File: config.mk
export PLATFORM = sky130hd
export DESIGN_NAME = line_word_streamer_flat
export DESIGN_NICKNAME = d
export VERILOG_FILES = /design/src/rtl/line_word_streamer_if.sv /design/src/rtl/line_word_streamer.sv /design/src/flat_wrapper.sv
export SDC_FILE = /design/constraint.sdc
export NUM_CORES = 2
export LEC_CHECK = 0
export CORE_AREA = 8 8 412 414
export CTS_BUF_LIST = sky130_fd_sc_hd__clkbuf_2 sky130_fd_sc_hd__clkbuf_4 sky130_fd_sc_hd__clkbuf_8
export DETAILED_ROUTE_END_ITERATION = 10
export DIE_AREA = 0 0 420 422
export SYNTH_ARGS = -nofsm -noshare
export SYNTH_HDL_FRONTEND = slang
export SYNTH_SLANG_ARGS = --single-unit
File: constraint.sdc
create_clock -name clk -period 2.51 [get_ports clk]
set_input_delay 0.251 -clock clk [delete_from_list [all_inputs] [get_ports clk]]
set_output_delay 0.251 -clock clk [all_outputs]
set_load 0.02 [all_outputs]
File: src/rtl/line_word_streamer_if.sv
// Request/response bundle for line_word_streamer: one captured cache line in,
// a critical-word-first stream of words out.
interface line_word_streamer_if #(
  parameter int W = 8,
  parameter int N = 128
);
  localparam int SEL_W = $clog2(N);

  logic                 in_valid;
  logic                 in_ready;
  logic [W*N-1:0]       in_line;
  logic [SEL_W-1:0]     in_sel;
  logic [SEL_W:0]       in_len;
  logic                 out_valid;
  logic                 out_ready;
  logic [W-1:0]         out_data;
  logic [SEL_W-1:0]     out_idx;
  logic                 out_last;
  logic                 err;

  modport master (
    output in_valid, in_line, in_sel, in_len, out_ready,
    input  in_ready, out_valid, out_data, out_idx, out_last, err
  );

  modport slave (
    input  in_valid, in_line, in_sel, in_len, out_ready,
    output in_ready, out_valid, out_data, out_idx, out_last, err
  );
endinterface

File: src/rtl/line_word_streamer.sv
// Captures one N-word cache line and streams in_len words from in_sel,
// wrapping modulo N, over a valid/ready handshake.
module line_word_streamer #(
  parameter int W = 8,
  parameter int N = 128
) (
  input  logic                 clk,
  input  logic                 rst_n,
  line_word_streamer_if.slave  bus
);
  localparam int SEL_W = $clog2(N);
  localparam logic [SEL_W:0]   N_L      = (SEL_W+1)'(N);
  localparam logic [SEL_W:0]   LEN_ONE  = (SEL_W+1)'(1);
  localparam logic [SEL_W-1:0] IDX_LAST = SEL_W'(N-1);
  localparam logic [SEL_W-1:0] IDX_ONE  = SEL_W'(1);

  typedef enum logic {IDLE, STREAM} state_e;

  state_e           state_q, state_d;
  logic [W-1:0]     line_q [N];
  logic [SEL_W-1:0] idx_q;
  logic [SEL_W:0]   beat_q;
  logic [SEL_W:0]   len_q;
  logic             err_q, err_d;

  logic req_fire, req_legal, out_fire, last_beat;

  assign req_fire  = bus.in_valid && (state_q == IDLE);
  assign req_legal = ({1'b0, bus.in_sel} < N_L) && (bus.in_len != '0) && (bus.in_len <= N_L);
  assign out_fire  = (state_q == STREAM) && bus.out_ready;
  assign last_beat = (beat_q == (len_q - LEN_ONE));
  assign err_d     = req_fire && !req_legal;

  always_ff @(posedge clk or negedge rst_n) begin
    if (!rst_n) state_q <= IDLE;
    else        state_q <= state_d;
  end

  always_comb begin
    state_d = state_q;
    case (state_q)
      IDLE:   if (req_fire && req_legal) state_d = STREAM;
      STREAM: if (out_fire && last_beat) state_d = IDLE;
    endcase
  end

  always_comb begin
    bus.in_ready  = (state_q == IDLE);
    bus.out_valid = (state_q == STREAM);
    bus.out_data  = '0;
    bus.out_idx   = '0;
    bus.out_last  = 1'b0;
    bus.err       = err_q;
    if (state_q == STREAM) begin
      bus.out_data = line_q[idx_q];
      bus.out_idx  = idx_q;
      bus.out_last = last_beat;
    end
  end

  // Index wraps at N-1 so non-power-of-two line sizes never address a missing channel.
  always_ff @(posedge clk or negedge rst_n) begin
    if (!rst_n) begin
      for (int unsigned i = 0; i < N; i++) line_q[i] <= '0;
      idx_q  <= '0;
      beat_q <= '0;
      len_q  <= '0;
      err_q  <= 1'b0;
    end else begin
      err_q <= err_d;
      if (req_fire && req_legal) begin
        for (int unsigned i = 0; i < N; i++) line_q[i] <= bus.in_line[i*W +: W];
        idx_q  <= bus.in_sel;
        beat_q <= '0;
        len_q  <= bus.in_len;
      end else if (out_fire) begin
        idx_q  <= (idx_q == IDX_LAST) ? '0 : idx_q + IDX_ONE;
        beat_q <= beat_q + LEN_ONE;
      end
    end
  end
endmodule
File: src/flat_wrapper.sv
// flat-port wrapper written by rule: the top's interface ports become plain ports
module line_word_streamer_flat 
#(
  parameter int W = 8,
  parameter int N = 128
)
  (clk, rst_n, bus_in_valid, bus_in_line, bus_in_sel, bus_in_len, bus_out_ready, bus_in_ready, bus_out_valid, bus_out_data, bus_out_idx, bus_out_last, bus_err);
  line_word_streamer_if #(.W(W), .N(N)) bus_i ();
  input  logic clk;
  input  logic rst_n;
  input wire logic [$bits(bus_i.in_valid)-1:0] bus_in_valid;
  input wire logic [$bits(bus_i.in_line)-1:0] bus_in_line;
  input wire logic [$bits(bus_i.in_sel)-1:0] bus_in_sel;
  input wire logic [$bits(bus_i.in_len)-1:0] bus_in_len;
  input wire logic [$bits(bus_i.out_ready)-1:0] bus_out_ready;
  output wire logic [$bits(bus_i.in_ready)-1:0] bus_in_ready;
  output wire logic [$bits(bus_i.out_valid)-1:0] bus_out_valid;
  output wire logic [$bits(bus_i.out_data)-1:0] bus_out_data;
  output wire logic [$bits(bus_i.out_idx)-1:0] bus_out_idx;
  output wire logic [$bits(bus_i.out_last)-1:0] bus_out_last;
  output wire logic [$bits(bus_i.err)-1:0] bus_err;
  assign bus_i.in_valid = bus_in_valid;
  assign bus_i.in_line = bus_in_line;
  assign bus_i.in_sel = bus_in_sel;
  assign bus_i.in_len = bus_in_len;
  assign bus_i.out_ready = bus_out_ready;
  assign bus_in_ready = bus_i.in_ready;
  assign bus_out_valid = bus_i.out_valid;
  assign bus_out_data = bus_i.out_data;
  assign bus_out_idx = bus_i.out_idx;
  assign bus_out_last = bus_i.out_last;
  assign bus_err = bus_i.err;
  line_word_streamer #(.W(W), .N(N)) u_core (.clk(clk), .rst_n(rst_n), .bus(bus_i));
endmodule
---- After elaboration in Yosys (flattened, before gate mapping) ----
Cells that the tools add are included.
cells by class
  multiplexer cells ....................... 14
  equal/unequal tests ..................... 2
  shift operators ......................... 0
  $add $sub $neg .......................... 3
  div/mod/pow operators ................... 0
  multipliers ............................. 0
  reductions and logical operators ........ 9
  order comparisons ....................... 2
  bitwise operators ....................... 2
operators with widths
  cell                                                      count
  binary-select mux 8 bit (select 7 bit)                    1
  two-way mux 8 bit                                         5
  two-way mux 7 bit                                         4
  adder 8 x 1 -> 8 bit, second input constant               1
  == test 8 bit                                             1
  greater-or-equal comparator 8 bit, second input constant  1
  <= comparator 8 bit, second input constant                1
  inverter 7 -> 8 bit                                       1
  nonzero test 8 bit                                        1
  subtractor 8 x 1 -> 8 bit, second input constant          1
  adder 7 x 1 -> 7 bit, second input constant               1
  == test 7 bit, second input constant                      1
  logical AND 1 bit                                         6
  two-way mux 1 bit                                         3
  one-hot mux 1 bit (2 select lines)                        1
  nonzero test 2 bit                                        1
  logical NOT 1 bit                                         1
  inverter 1 bit                                            1
word-level totals
  ROM bits ................................ 0
  bits in latches ......................... 0
  logic and storage cells ................. 165
  input port bits ......................... 1043
  output and inout port bits .............. 19
  memory bits (writable) .................. 0
  memories ................................ 0
  register bits ........................... 1049

---- Logic depth before layout (Yosys ltp) ----
  depth after elaboration ................. 5
  mapped depth ............................ 12
  depth with buffers taken out ............ 8

---- Least setup slack after synthesis ----
OpenSTA, ideal clock, no wires.
  path type ............................... reg2out
  from .................................... register u_core.idx_q[0]
  to ...................................... output bus_out_data[0]
  path buffers ............................ 5
  arrival time ............................ 2.574 ns
  path slack .............................. -0.315 ns
  data required time ...................... 2.259 ns
  stages on the path, launching flop included .. 12
  cell sequence ........................... dfrtp_1 -> buf_6 -> buf_8 -> buf_8 -> buf_8 -> buf_6 -> mux2i_1 -> a22oi_1 -> nand4_1 -> a211oi_1 -> a21oi_1 -> nor4_1
between the ends
  longest elaborated chain between the ends .. 5
RTL lines
  what                                                   line                      source
  from (decl)                                            line_word_streamer.sv:21  logic [SEL_W-1:0] idx_q;
  from (signal assigned)                                 line_word_streamer.sv:73  idx_q <= bus.in_sel;
  from (signal assigned)                                 line_word_streamer.sv:77  idx_q <= (idx_q == IDX_LAST) ? '0 : idx_q + IDX_ONE;
  inverter 7 -> 8 bit (not written as such)              line_word_streamer.sv:55  bus.out_data = line_q[idx_q];
  binary-select mux 8 bit (select 7 bit)                 line_word_streamer.sv:55
  two-way mux 8 bit (not written as such) (2 in series)  line_word_streamer.sv:55
  two-way mux 8 bit                                      line_word_streamer.sv:54  if (state_q == STREAM) begin
  to (decl)                                              flat_wrapper.sv:18        output wire logic [$bits(bus_i.out_data)-1:0] bus_out_data;
Every way passes these cells. The select of a mux whose other input is x is not followed.

---- Final worst setup path ----
  from .................................... register u_core.idx_q[0]
  to ...................................... output bus_out_data[3]
The elaborated chain is that of the path after synthesis.

==> impl_metrics.tcl <==
set metrics [dict create \
    final_cell_area_um2 81500 \
    synthFlopType "dfrtp_1" \
    numPortBuffers 1061 \
    syn_nets 4154 \
    power-per-cell-area_nw_per_um2 1170 \
    clock_path_buffers 3 \
    path_class "register to primary output" \
    place_congestion 0.886 \
    h-tree-depth 4 \
    max_freq_mhz 236 \
    crit_required_ps 2260 \
    final_nets 6528 \
    critPathCapture "bus_out_data[3]" \
    area_growth_pct 59.4 \
    final_core_util 0.499 \
    cts_tree "yes" \
    cts.sinks 1049 \
    fin_ws_ps -1730 \
    grt_setup_unrepaired "true" \
    outcome "finished, violations left" \
    die_area_um2 177000 \
    p_leak_nw 35.0 \
    mostFrequentLayoutCell "dfrtp_1" \
    final_cell_mix "dfrtp_1 (1044), clkdlybuf4s50_1 (1043), dlygate4sd3_1 (895)" \
    critPathCaptureType "primary output" \
    layout-drive-gt1-share 0.378 \
    die_y_um 422 \
    vdd_ir_drop_max_uv 622 \
    rr_worst_depth 10 \
    drt_first_pass_iters 5 \
    arrival_ps 3990 \
    grt_pass1_vias 42600 \
    synth_edf_count 0 \
    insertion_delay_ps 900 \
    critical_path.startpoint "u_core.idx_q[0]" \
    min_path_type "primary input to asynchronous set/reset pin" \
    relSlewSlack 0.397 \
    finalSetupViolCount 11 \
    dpl_cell_area_um2 66600 \
    r2r_setup_slack_ps 100 \
    drv_slew 0 \
    wl_per_cell_um 27.6 \
    violations "negative setup slack" \
    cap_violations 0 \
    ys_types 53 \
    synthArstFlopShare 1.00 \
    syn_area_um2 51100 \
    finClkSkew_ps 28.2 \
    tightest_slew_ps 904 \
    regToRegEndpoint "u_core.idx_q[0]" \
    root_buffer "clkbuf_8" \
    hold_viol 0 \
    place_hpwl_um 164000 \
    core_area_um2 163000 \
    synth_seq_cells 1049 \
    start_kind "register" \
    io_pins 1062 \
    initial_utilization 0.313 \
    rows 149 \
    overflow 0 \
    viasPerCell 4.81 \
    fin_crit_ps 4240 \
    cts_made_buffers 185 \
    grt_usage 0.237 \
    post-route-period-util 1.69 \
    grt_pass1_wl_um 308000 \
    antenna_found_initial 56 \
    drtIter0Drc 2475 \
    postSynthCellCount 3108 \
    postRouteAntennaNets 0 \
    drt_wl_total_um 217000 \
    yosys_warnings 0 \
    drc 0 \
    worstPathMaxFanout 5 \
    die_w_um 420 \
    grt_max_degree 81 \
    path_clk_slew_ps 70 \
    syn_avg_cell_area_um2 16.4 \
    vias 37800 \
    whs_ps 78.1 \
    seq_area_frac_synth 0.514 \
    rr_startpoint "u_core.idx_q[2]" \
]
synthesized netlist by cell type (8+ instances only):
master | number | area, µm²
a211oi_1 | 37 | 278
a21oi_1 | 38 | 190
a22o_1 | 8 | 70.1
a22oi_1 | 71 | 533
and2_1 | 9 | 56.3
buf_1 | 11 | 41.3
buf_2 | 43 | 215
buf_4 | 19 | 143
buf_6 | 13 | 146
buf_8 | 77 | 1160
clkbuf_1 | 51 | 191
dfrtp_1 | 1049 | 26300
mux2_2 | 327 | 3680
mux2_4 | 703 | 10600
mux2i_1 | 200 | 2000
mux4_2 | 172 | 3870
nand2_1 | 59 | 221
nand3_1 | 32 | 160
nand4_1 | 16 | 100
nor2_1 | 21 | 78.8
nor2b_1 | 13 | 81.3
nor3_1 | 12 | 60.1
nor4_1 | 11 | 68.8
o21ai_0 | 9 | 45.0
o22ai_1 | 24 | 150
xnor2_1 | 13 | 114
xor2_1 | 8 | 70.1
what timing repair did:
item / in CTS / in global routing
hold buffers: 885 / 10
setup buffers: 63 / 16
cloned: 4 / 4
endpoints found under the setup margin: 21 / 16
endpoints found under the hold margin: 1442 / 10
resized for setup: 170 / 66
pin swaps: 41 / 29
through the flow:
stage	setup slack [ps]	total power, mW	instances	setup TNS, ps
final	-1730	95.1	7869	-13910
after global routing	-1920	99.3	7864	-15510
after CTS	-1880	94.5	7805	-15670
after detailed placement	-992	72.1	6517	-467510
after global placement	-1020	71.7	6517	-453860
after floorplan	0.985	54.3	3108	0
kinds of logic after synthesis:
family / share of synthesized area
multiplexers: 0.393
flip-flops: 0.514
buffers and inverters: 0.0402
AO/OA/AOI/OAI: 0.0281
AND/OR/NAND/NOR: 0.0204
XOR/XNOR: 0.00360
adder cells (fa/ha/maj): 0.000734
per-layer routing:
layer  track usage  up-vias  wire length [µm]
met1         0.284    19600             85200
met2         0.410     1329            110000
li1              -    16500                 -
met4         0.107       14             10900
met5             0        -                92
met3        0.0485      451             11200
power by group:
part	switching [mW]	leakage [nW]	internal (mW)
Clock	7.79	2.23	10.0
Combinational	19.3	19.9	26.9
Sequential	6.04	12.9	25.1
how the worst min path moves through the flow:
stage / from / to / slack (ps) / cells past startpoint
final: rst_n / u_core.line_q[81] / 80 / 2
after global routing: bus_in_line[222] / u_core.line_q[806] / 0.7 / 2
after CTS: bus_in_line[813] / u_core.line_q[213] / 0.4 / 2
after detailed placement: rst_n / u_core.line_q[366] / 400 / 1
after global placement: rst_n / u_core.line_q[94] / 400 / 1
after floorplan: rst_n / u_core.beat_q[0] / -40 / 0
cell type report:
class,count,area [µm²]
Multi-Input combinational cell,1832,23600
Clock inverter,53,548
Tap cell,2189,2740
Inverter,5,26.3
Sequential cell,1049,26300
Antenna cell,46,115
Timing Repair Buffer,2409,24600
Clock buffer,286,3630
Fill cell,13700,82000
critical path, cell delays in order (launching register included):
cell	delay, ps
dfrtp_4	500
buf_12	150
buf_12	130
buf_12	130
buf_8	110
mux2i_4	180
nand2_1	60
nand4_1	300
buf_4	270
a211oi_4	320
buf_4	180
a211oi_4	40
nor4_4	470
buf_4	240
state kept, by name, indices dropped and copies added, names as in the netlist:
signal / count
u_core.line_q: 1024
u_core.len_q: 8
u_core.idx_q: 7
u_core.bus.out_valid: 1
u_core.bus.err: 1
u_core.beat_q: 8
No activity file was read; power rests on OpenSTA's default activity.
